### config.mk
export PLATFORM = sky130hd
export DESIGN_NAME = mem_access_ctrl
export DESIGN_NICKNAME = d
export VERILOG_FILES = /design/src/rtl/mem_access_ctrl.sv
export SDC_FILE = /design/constraint.sdc
export NUM_CORES = 1
export LEC_CHECK = 0
export ABC_AREA = 0
export BUFFER_PORTS_ARGS = -buffer_cell sky130_fd_sc_hd__buf_2
export CELL_PAD_IN_SITES_DETAIL_PLACEMENT = 0
export CELL_PAD_IN_SITES_GLOBAL_PLACEMENT = 1
export CORE_AREA = 4 4 115 117
export CTS_BUF_LIST = sky130_fd_sc_hd__clkbuf_16
export CTS_CLUSTER_SIZE = 10
export DETAILED_ROUTE_END_ITERATION = 16
export DIE_AREA = 0 0 119 121
export MAX_ROUTING_LAYER = met4
export PLACE_DENSITY_LB_ADDON = 0.1
export SKIP_LAST_GASP = 1
export SLEW_MARGIN = 10
export SYNTH_ARGS = -nofsm -noshare
export SYNTH_HDL_FRONTEND = slang
export SYNTH_SLANG_ARGS = --single-unit
### constraint.sdc
create_clock -name clk -period 2.5 [get_ports clk]
set_input_delay 0.25 -clock clk [delete_from_list [all_inputs] [get_ports clk]]
set_output_delay 0.25 -clock clk [all_outputs]
set_load 0.01 [all_outputs]
### src/rtl/mem_access_ctrl.sv
// Sequences 32-bit MEM-stage loads/stores onto a 16-bit asynchronous SRAM
// as two half-word phases (low half first), stalling the pipeline via ready.
module mem_access_ctrl #(
  parameter int unsigned WAIT_CYCLES = 2,
  parameter logic [31:0] BASE_ADDR   = 32'd1024,
  parameter int unsigned SRAM_AW     = 18
) (
  input  logic               clk,
  input  logic               rst,
  input  logic               mem_w_en,
  input  logic               mem_r_en,
  input  logic [31:0]        alu_res,
  input  logic [31:0]        val_rm,
  output logic [31:0]        mem_out,
  output logic               ready,
  output logic [SRAM_AW-1:0] sram_addr,
  output logic [15:0]        sram_dq_out,
  output logic               sram_dq_oe,
  output logic               sram_we_n,
  input  logic [15:0]        sram_dq_in
);

  // state | meaning
  // IDLE  | waiting for a request; ready follows the request lines
  // LO    | low half-word on the bus for WAIT_CYCLES cycles
  // HI    | high half-word on the bus for WAIT_CYCLES cycles
  // DONE  | access complete, pipeline advances, requests ignored
  typedef enum logic [1:0] {IDLE, LO, HI, DONE} state_t;

  localparam logic [3:0] CNT_LAST = 4'(WAIT_CYCLES - 1);

  state_t               state, state_nx;
  logic [3:0]           cnt;
  logic                 op_wr;
  logic [SRAM_AW-2:0]   waddr_q;
  logic [31:0]          val_q;
  logic [15:0]          data_lo;
  logic [31:0]          waddr;
  logic                 req;
  logic                 phase_end;
  logic                 unused_bits;

  assign req         = mem_w_en | mem_r_en;
  assign waddr       = ({alu_res[31:2], 2'b00} - BASE_ADDR) >> 2;
  assign phase_end   = (cnt == CNT_LAST);
  assign unused_bits = ^{alu_res[1:0], waddr[31:SRAM_AW-1]};

  always_ff @(posedge clk or negedge rst) begin
    if (!rst) begin
      state <= IDLE;
      cnt   <= '0;
    end else begin
      state <= state_nx;
      if (state_nx != state || state == IDLE)
        cnt <= '0;
      else
        cnt <= cnt + 4'd1;
    end
  end

  always_ff @(posedge clk or negedge rst) begin
    if (!rst) begin
      op_wr   <= 1'b0;
      waddr_q <= '0;
      val_q   <= '0;
      data_lo <= '0;
      mem_out <= '0;
    end else begin
      // write wins when both enables are high
      if (state == IDLE && req) begin
        op_wr   <= mem_w_en;
        waddr_q <= waddr[SRAM_AW-2:0];
        val_q   <= val_rm;
      end
      if (state == LO && phase_end && !op_wr)
        data_lo <= sram_dq_in;
      if (state == HI && phase_end && !op_wr)
        mem_out <= {sram_dq_in, data_lo};
    end
  end

  always_comb begin
    state_nx = state;
    case (state)
      IDLE:    if (req) state_nx = LO;
      LO:      if (phase_end) state_nx = HI;
      HI:      if (phase_end) state_nx = DONE;
      DONE:    state_nx = IDLE;
      default: state_nx = IDLE;
    endcase
  end

  always_comb begin
    ready       = 1'b0;
    sram_addr   = '0;
    sram_dq_out = '0;
    sram_dq_oe  = 1'b0;
    sram_we_n   = 1'b1;
    case (state)
      IDLE: ready = ~req;
      LO: begin
        sram_addr = {waddr_q, 1'b0};
        if (op_wr) begin
          sram_dq_out = val_q[15:0];
          sram_dq_oe  = 1'b1;
          sram_we_n   = 1'b0;
        end
      end
      HI: begin
        sram_addr = {waddr_q, 1'b1};
        if (op_wr) begin
          sram_dq_out = val_q[31:16];
          sram_dq_oe  = 1'b1;
          // first HI cycle keeps we_n high so the two phases form separate pulses
          sram_we_n   = (WAIT_CYCLES > 1) && (cnt == 4'd0);
        end
      end
      DONE: ready = 1'b1;
      default: ready = 1'b0;
    endcase
  end

endmodule
==> flow_summary.yaml <==
outcome:
  status: "complete, no violations"
grt:
  grt_use_total_pct: 15.7
  overflow: 0
  grt_pass1_vias: 3380
  antenna_found_initial: 0
  grt_max_degree: 47
  grt_pass1_wl_um: 17400
clock_tree:
  root_buffer: "clkbuf_16"
  clockBufferDepth: 2
  cts_buffers: 9
  cts_tree: "built"
  clock-sinks: 104
  clock_latency_ns: 0.34
  postCtsSetupRepairBufs: 0
  cts_max_level: 3
  clk_pin_slew_ns: 0.07
placement:
  place.gp.congestion: 0.724
  portBuffers: 137
  dp_cells: 657
  pre_cts_ws_ns: 0.386
  hpwl_um: 7640
setup_path:
  worstPathArrival_ns: 2.02
  critPathLaunchType: "flip-flop"
  crit_required_ns: 2.25
  path_class: "reg2out"
  cp_max_fo: 10
  end_kind: "output port"
layout:
  stdcell_count: 674
  final_cell_mix: "136 x buf_2, 104 x dfrtp_1, 48 x mux2_2"
  drive_above_1_share_pct: 52.0
  final_common_cell: "buf_2"
  fill_cells: 1156
  fin_nets: 591
  n_antenna_cell: 0
  syn_to_final_growth_pct: 25.4
power_and_ir_drop:
  power.switching_w: 0.00243
  p_int_w: 0.00488
  p_clk_share_pct: 19.3
  powerDensity_nw_per_um2: 1220
  swShare_pct: 33.3
  irDropWorstVdd_mv: 0.457
  p_leak_nw: 3.04
  power_frac_seq_pct: 39.5
  pwr-share-comb_pct: 41.3
detailed_routing:
  first_pass_iters: 4
  wirelength_um: 10500
  vias_per_cell: 4.69
  vias: 3163
  routedWlPerCell_um: 15.5
  final_antenna_net_count: 0
  drtIter0Drc: 96
  drc_errors: 0
synthesis:
  ys.flop_type: "dfrtp_1"
  syn_nets: 447
  yosys_warnings: 0
  synth.distinct_cells: 37
  yosys_register_bits: 104
  ys_seq_area_share_pct: 54.5
  async_reset_ff_share_pct: 100
  syn_area_per_cell_um2: 13.5
  syn-cell-area_um2: 4770
  synth_edf_count: 0
  synthCells: 353
floorplanning:
  fp.dieArea_um2: 14400
  rows: 41
  dieWidth_um: 119
  io_pins: 153
  core-area_um2: 12400
  start_util_pct: 38.6
  die_height_um: 121
sta:
  period_minus_slack_ns: 2.27
  setup_tns_ns: 0
  clock_skew_ns: 0.00715
  max_freq_mhz: 440
  fin_crit_sh_pct: 90.9
  slew-limit-headroom_pct: 66.8
  setup_viol: 0
  hold_slack_ns: 0.134
  fin_ws_ns: 0.227
  hold_viol_final: 0
  tightestPinTransition_ns: 0.498
  rsz0062_at_grt: "no"
  maxSlewViolCount: 0
job:
  cap_violations: 0
min_path:
  hp-class: "in2reg"
-- registers in the layout, summed over array words and instances (netlist names) --
register,flops
mem_out,32
val_q,32
waddr_q,17
data_lo,16
cnt,4
state,2
op_wr,1
-- critical path: stages (launching register included) --
cell and delay (ns):
dfrtp_1 0.45, inv_1 0.14, ha_1 0.36, nand2_1 0.22, buf_4 0.26, nor2_1 0.11
buf_2 0.14
-- path summary, 6_finish.rpt --
| path | endpoint | cells after the start | start | slack [ns] |
|---|---|---|---|---|
| worst max register to register | mem_out[10] | 7 | cnt[1] | 0.41 |
| worst max-delay path | sram_dq_out[5] | 6 | state[1] | 0.23 |
| max in group asynchronous | mem_out[31] | 3 | rst | 1.40 |
| min in group asynchronous | waddr_q[12] | 2 | rst | 0.42 |
| worst min-delay path | val_q[28] | 2 | val_rm[28] | 0.13 |
| worst min register to register | waddr_q[11] | 1 | waddr_q[11] | 0.47 |
-- final cells by class --
cell class | instances | area (um2) | area share [%]
clock inverters | 7 | 68.8 | 1.15
clock buffers | 9 | 225 | 3.76
flip-flops and latches | 104 | 2600 | 43.5
multi-input cells | 224 | 2010 | 33.6
repair buffers | 151 | 833 | 13.9
well taps | 172 | 215 | 3.60
inverters | 7 | 26.3 | 0.439
-- cells in the mapped netlist, types with 4 or more instances --
master      n  area, um2
dfrtp_1   104       2600
xnor2_1     6       52.6
and2_1     17        106
mux2_4     40        601
nand2_1    16       60.1
nor3_1      4       20.0
a21oi_1     6       30.0
clkbuf_1    5       18.8
mux2_2     48        541
ha_1       10        125
buf_2       6       30.0
o21ai_0     9       45.0
a22oi_1    16        120
nor2_1     27        101
inv_1       7       26.3
-- what timing repair did --
| item | in CTS | in global routing |
|---|---|---|
| gates resized for setup | 0 | 1 |
| hold buffers | 1 | 0 |
| endpoints found under the hold margin | 35 | 0 |
| endpoints found under the setup margin | 0 | 18 |
-- cell families after synthesis --
kind of cell	Yosys count	synth area share (%)
muxes	88	23.9
and+or+nand+nor	79	8.65
buffers and inverters	25	3.38
adders and majority gates	10	2.62
xor gates and xnor gates	9	1.65
DFF	104	54.5
AOI/OAI and AO/OA	38	5.24
-- per-stage QoR --
stage / instance area (um2) / total power, W / utilization (%)
after global routing: 5980 / 0.00788 / 48.4
after detailed placement: 5680 / 0.00600 / 45.9
after global placement: 5680 / 0.00592 / 45.9
final: 5980 / 0.00731 / 48.4
after CTS: 5980 / 0.00745 / 48.4
after floorplan: 4770 / 0.00492 / -
-- power by group through the flow --
stage                     clock network (W)  logic, W  registers, W
after floorplan                           0   0.00199       0.00294
after global placement                    0   0.00304       0.00288
after detailed placement                  0   0.00308       0.00291
after CTS                           0.00146   0.00309       0.00289
after global routing                0.00153   0.00336       0.00299
final                               0.00141   0.00302       0.00289
-- per-layer routing --
layer / GRT usage (%) / wire length, um / vias to the layer above
met5: - / 0 / -
met4: 5.65 / 147 / 0
li1: - / - / 1517
met3: 3.12 / 474 / 11
met1: 20.9 / 4930 / 1549
met2: 23.9 / 4900 / 86
No activity file was read; power rests on OpenSTA's default activity.
